==> config.mk <==
export PLATFORM = sky130hd
export DESIGN_NAME = io_bus_arbiter
export DESIGN_NICKNAME = d
export VERILOG_FILES = /design/src/rtl/io_arb_pkg.sv /design/src/rtl/io_arb_pick.sv /design/src/rtl/io_bus_arbiter.sv
export SDC_FILE = /design/constraint.sdc
export NUM_CORES = 1
export LEC_CHECK = 0
export BUFFER_PORTS_ARGS = -buffer_cell sky130_fd_sc_hd__buf_2
export CAP_MARGIN = 40
export CORE_MARGIN = 4
export CORE_UTILIZATION = 50
export CTS_BUF_LIST = sky130_fd_sc_hd__clkbuf_8
export DETAILED_ROUTE_END_ITERATION = 10
export PLACE_DENSITY = 0.8
export SLEW_MARGIN = 5
export SYNTH_ARGS = -nofsm -noshare
export SYNTH_HDL_FRONTEND = slang
export SYNTH_SLANG_ARGS = --single-unit
==> constraint.sdc <==
create_clock -name clk -period 4.7 [get_ports clk]
set_input_delay 0.235 -clock clk [delete_from_list [all_inputs] [get_ports clk]]
set_output_delay 0.235 -clock clk [all_outputs]
set_load 0.02 [all_outputs]
==> src/rtl/io_arb_pkg.sv <==
// Shared types and helpers for the IO bus arbiter: the FSM state encoding,
// the default bus width and a constant log2 helper used for sizing indexes.
package io_arb_pkg;

  localparam int IO_ARB_DATA_W = 16;

  typedef enum logic [1:0] {
    IDLE    = 2'd0,
    SETUP   = 2'd1,
    ACTIVE  = 2'd2,
    RECOVER = 2'd3
  } arb_state_t;

  function automatic int clog2(input int value);
    int r;
    int v;
    r = 0;
    v = value - 1;
    while (v > 0) begin
      r++;
      v = v >> 1;
    end
    return r;
  endfunction

endpackage

==> src/rtl/io_arb_pick.sv <==
// Combinational one-hot winner select; the search starts at ptr and wraps.
// With ptr held at 0 this is plain fixed priority, with index 0 the highest.
module io_arb_pick
  import io_arb_pkg::*;
#(
  parameter int NUM_REQ = 2,
  parameter int IDX_W   = 1
) (
  input  logic [NUM_REQ-1:0] req,
  input  logic [IDX_W-1:0]   ptr,
  output logic [NUM_REQ-1:0] win
);

  logic             found;
  int               j;
  logic [IDX_W-1:0] j_idx;

  always_comb begin
    win   = '0;
    found = 1'b0;
    j     = 0;
    j_idx = '0;
    for (int k = 0; k < NUM_REQ; k++) begin
      j = int'(ptr) + k;
      if (j >= NUM_REQ) j = j - NUM_REQ;
      j_idx = IDX_W'(j);
      if (!found && req[j_idx]) begin
        win[j_idx] = 1'b1;
        found      = 1'b1;
      end
    end
  end

endmodule

==> src/rtl/io_bus_arbiter.sv <==
// Arbitrates the shared IO port strobes between requesters: IDLE/SETUP/ACTIVE/RECOVER.
// Define IO_BUS_ARBITER_RR_EN for round-robin arbitration (default: fixed priority).
module io_bus_arbiter
  import io_arb_pkg::*;
#(
  parameter int NUM_REQ    = 2,
  parameter int NUM_PORTS  = 2,
  parameter int PORT_W     = 1,
  parameter int DATA_W     = IO_ARB_DATA_W,
  parameter int STROBE_CYC = 1
) (
  input  logic                      clk,
  input  logic                      reset,
  input  logic [NUM_REQ-1:0]        req,
  input  logic [NUM_REQ-1:0]        req_wr,
  input  logic [NUM_REQ*PORT_W-1:0] req_port,
  input  logic [DATA_W-1:0]         bus_in,
  output logic [NUM_REQ-1:0]        gnt,
  output logic [NUM_REQ-1:0]        done,
  output logic                      err,
  output logic [DATA_W-1:0]         rd_data,
  output logic [NUM_PORTS-1:0]      io_en,
  output logic [NUM_PORTS-1:0]      io_out,
  output logic                      busy
);

  localparam int IDX_W = (NUM_REQ > 1) ? clog2(NUM_REQ) : 1;
  localparam int CNT_W = (STROBE_CYC > 1) ? clog2(STROBE_CYC) : 1;

  arb_state_t           state;
  logic [CNT_W-1:0]     cnt;
  logic                 txn_wr;
  logic [NUM_PORTS-1:0] txn_sel;

  logic [IDX_W-1:0]     ptr;
  logic [NUM_REQ-1:0]   win;
  logic                 win_wr;
  logic [PORT_W-1:0]    win_port;
  logic [NUM_PORTS-1:0] win_sel;

`ifdef IO_BUS_ARBITER_RR_EN
  logic [IDX_W-1:0] ptr_q;
  logic [IDX_W-1:0] ptr_nxt;

  assign ptr = ptr_q;

  always_comb begin
    ptr_nxt = ptr_q;
    for (int i = 0; i < NUM_REQ; i++) begin
      if (gnt[i]) ptr_nxt = (i == NUM_REQ - 1) ? '0 : IDX_W'(i + 1);
    end
  end
`else
  assign ptr = '0;
`endif

  io_arb_pick #(
    .NUM_REQ(NUM_REQ),
    .IDX_W  (IDX_W)
  ) u_pick (
    .req(req),
    .ptr(ptr),
    .win(win)
  );

  // An out-of-range port index decodes to an all-zero select, which is also the error flag.
  always_comb begin
    win_wr   = 1'b0;
    win_port = '0;
    win_sel  = '0;
    for (int i = 0; i < NUM_REQ; i++) begin
      if (win[i]) begin
        win_wr   = req_wr[i];
        win_port = req_port[i*PORT_W +: PORT_W];
      end
    end
    for (int p = 0; p < NUM_PORTS; p++) begin
      if (win_port == PORT_W'(p)) win_sel[p] = 1'b1;
    end
  end

  always_ff @(posedge clk or negedge reset) begin
    if (!reset) begin
      state   <= IDLE;
      cnt     <= '0;
      txn_wr  <= 1'b0;
      txn_sel <= '0;
      gnt     <= '0;
      done    <= '0;
      err     <= 1'b0;
      rd_data <= '0;
      io_en   <= '0;
      io_out  <= '0;
      busy    <= 1'b0;
`ifdef IO_BUS_ARBITER_RR_EN
      ptr_q   <= '0;
`endif
    end else begin
      done <= '0;
      err  <= 1'b0;
      case (state)
        IDLE: begin
          if (|req) begin
            gnt     <= win;
            txn_wr  <= win_wr;
            txn_sel <= win_sel;
            io_out  <= win_wr ? '0 : win_sel;
            busy    <= 1'b1;
            state   <= SETUP;
          end
        end
        SETUP: begin
          io_en <= txn_wr ? txn_sel : '0;
          cnt   <= CNT_W'(STROBE_CYC - 1);
          state <= ACTIVE;
        end
        ACTIVE: begin
          if (cnt == '0) begin
            io_en  <= '0;
            io_out <= '0;
            done   <= gnt;
            err    <= ~|txn_sel;
            if (!txn_wr) rd_data <= bus_in;
            state  <= RECOVER;
          end else begin
            cnt <= cnt - CNT_W'(1);
          end
        end
        RECOVER: begin
          gnt   <= '0;
          busy  <= 1'b0;
`ifdef IO_BUS_ARBITER_RR_EN
          ptr_q <= ptr_nxt;
`endif
          state <= IDLE;
        end
        default: state <= IDLE;
      endcase
    end
  end

endmodule

==> impl_summary.log <==
INFO  metric run_status = complete, but fails checks
INFO  metric failed_checks = negative hold slack
INFO  metric unrepaired_setup_endpoints_after_global_routing = no
INFO  metric syn-num-nets = 135
INFO  metric tritoncts = done
INFO  metric global_route_wire_length_before_repair = approximately 4300 um
INFO  metric route.final.wire_length = roughly 2800 um
INFO  metric drtAntennaViolNets = 0
INFO  metric final.period_utilization = about 40%
INFO  metric leading_cell_type_in_the_layout_fill_and_taps_excluded = buf_2
INFO  metric vdd_ir_drop_max = approximately 0.00045 V
INFO  metric syn_area_per_cell = about 13 sq um
INFO  metric globalplace.congestion = about 0.9
INFO  metric netlist_top_cells_area = dfrtp_1 55%, mux2_4 11%, mux2_2 6.4%
INFO  metric worst_hold_path_type = in2async
INFO  metric cap_viol_max_count = 0
INFO  metric root_buffer = clkbuf_8
INFO  metric post-route-min-period = about 1.9 ns
INFO  metric cp_slowest_stage_delay = between 0.5 and 0.6 ns
INFO  metric postSynthRegisterBits = 31
INFO  metric hpwlAfterDp = about 2100 um
INFO  metric timing_worst_slew_pin_value = 0.662 ns
INFO  metric dieArea = 3720 sq um
INFO  metric cts.path.max_buffers = 2
INFO  metric buffer_ports.inserted = 49
INFO  metric clock_tree.htree_level_count = 2
INFO  metric width_of_the_die = a little over 60 um
INFO  metric die_h = between 60 and 70 um
INFO  metric num_rows = 18
INFO  metric synth.largest_area_cell = dfrtp_1
INFO  metric initial_utilization = around 55%
INFO  metric max_freq = between 500 and 600 MHz
INFO  metric drt_first_pass_iters = 4
INFO  metric total_power_divided_by_cell_area = ~730 nW/um^2
INFO  metric maximum_number_of_pins_on_one_net_before_global_route_repair = 32
INFO  metric post_cts.resized_instances = 0
INFO  metric worst-endpoint-arrival = approximately 2.0 ns
INFO  metric fin_tns_setup = 0 ns
INFO  metric post_cts_setup_buffers = 0
INFO  metric drt_first_iter_violations = 40
INFO  metric antennaDiodeCount = 0
INFO  metric cp-start-kind = flop
INFO  metric track_usage = between 10% and 20%
INFO  metric drc_errors = 0
INFO  metric skew = ~0.0065 ns
INFO  metric timing.critical_path.to_type = flop
INFO  metric cts_sinks = 31
INFO  metric leakage_dissipation = approximately 0.90 nW
INFO  metric cell_count_after_synthesis = 107
INFO  metric floorplan.io_pins = 50
INFO  metric setup_viol = 0
INFO  metric synth_seq_area_share = a little under three fifths
INFO  metric number_of_library_cell_types_mapped_by_synthesis = 28
INFO  metric grt_pass1_vias = 939
INFO  metric clkSlewWorstSetupHoldPaths = about 0.060 ns
INFO  metric worst_path_dominant_cell_family = simple AND/OR/NAND/NOR gates
INFO  metric antenna_violations_before_repair = 0
INFO  metric top_cell_type_s_share_of_synthesized_area = between 50% and 60%
INFO  metric detail_route.vias_per_cell = roughly 5.3
INFO  metric routed_wire_length_per_instance = 14.6 um
INFO  metric cp_cell_sequence = inv_1 -> ha_1 -> nor2b_4 -> mux2_2
INFO  metric maxSlewHeadroom = between 50% and 60%
INFO  metric synthesis.area = 1400 sq um
INFO  metric yosysWarningCount = 0
INFO  metric drive_above_1_share = about half
INFO  metric critPathMaxFanout = 16
INFO  metric num-nets-final = 187
INFO  metric hold_viol = 31
INFO  metric final_util = between 60% and 70%
INFO  metric required_time_of_the_worst_setup_path = about 4.9 ns
INFO  metric worst_skew_pair.late_latency = between 0.2 and 0.3 ns
INFO  metric cts.hold.buffers_added = 0
INFO  metric cts_made_buffers = 5
INFO  metric slew_violations = 0
INFO  metric gr-total-overflow = 0
INFO  metric coreArea = between 2000 and 3000 sq um
INFO  metric crit_buf_inv = 1
INFO  metric routed-via-count = a little over 1000
INFO  metric worst-setup-path-type = reg2reg
INFO  metric crit_slowest_cell = nor2b_4
INFO  metric finalHoldWorstSlack = -0.0165 ns
INFO  metric area_growth = 23.0%
INFO  metric most-common-layout-cells = 49 x buf_2, 31 x dfrtp_1, 12 x inv_1
[flip-flops by register name, indices dropped and copies added (netlist names)]
register / flops
busy: 1
done: 2
err: 1
gnt: 2
io_en: 2
io_out: 2
rd_data: 16
state: 2
txn_sel: 2
txn_wr: 1
[metrics by stage]
stage               setup WS, ns  power [mW]  hold WS, ns  std cells  instance area [sq um]
detailed placement          2.81        1.08        0.306        182                   1650
global placement            2.87        1.05        0.294        182                   1650
floorplan                   3.14       0.920      -0.0606        107                   1400
CTS                         2.82        1.27      0.00625        190                   1730
finish                      2.84        1.26      -0.0165        190                   1730
global route                2.72        1.35       0.0437        190                   1730
[synth_stat cells]
cell      count
a21o_1        1
a21oi_1       3
a22o_1        2
and2_1        2
and2b_2       1
buf_12        1
buf_2         2
buf_6         1
dfrtp_1      31
ha_1          4
inv_1        10
mux2_2        8
mux2_4       10
nand2_1       3
nand2_2       1
nand2b_1      1
nand3_1       1
nand3b_1      2
nor2_1        3
nor2b_4       1
nor3_1        1
nor3b_1       1
nor3b_4       1
o211ai_1      1
o21ai_0       7
o221ai_1      2
o22ai_1       5
or3_1         1
[final timing paths]
kind                            start          end  slack [ns]  depth (start not counted)
max                          state[0]  rd_data[10]        2.84                          4
min                             reset   rd_data[6]       -0.02                          1
max reg2reg                  state[0]  rd_data[10]        2.84                          4
min reg2reg                txn_sel[0]          err        0.47                          1
max in group asynchronous       reset  rd_data[12]        4.28                          1
min in group clk            bus_in[5]   rd_data[5]        0.19                          2
[cells by family after synthesis]
kind of cell    Yosys count  share of synthesized area [%]
flops                    31                           55.3
compound gates           21                           9.36
simple gates             19                           9.09
mux                      18                           17.1
buf+inv                  14                           5.62
fa+ha+maj                 4                           3.57
[cell type report]
class,instances,area (sq um)
Sequential cell,31,776
Fill cell,194,841
Timing Repair Buffer,49,245
Tap cell,30,37.5
Clock inverter,3,12.5
Multi-Input combinational cell,62,549
Clock buffer,5,68.8
Inverter,10,37.5
[layer usage]
layer	vias up	part of all wire (%)	GRT usage, %
met5	-	0	0
met4	0	1.9	7.43
met3	5	13	7.45
met2	49	46	26.9
met1	477	40	19.9
li1	476	-	-
[where the power goes]
group | total, mW | switching (mW) | internal, mW
registers | 0.459 | 0.0690 | 0.390
clock network | 0.189 | 0.0899 | 0.0992
logic | 0.607 | 0.329 | 0.278
total | 1.26 | 0.488 | 0.768
Power figures use the tool's default switching activity.
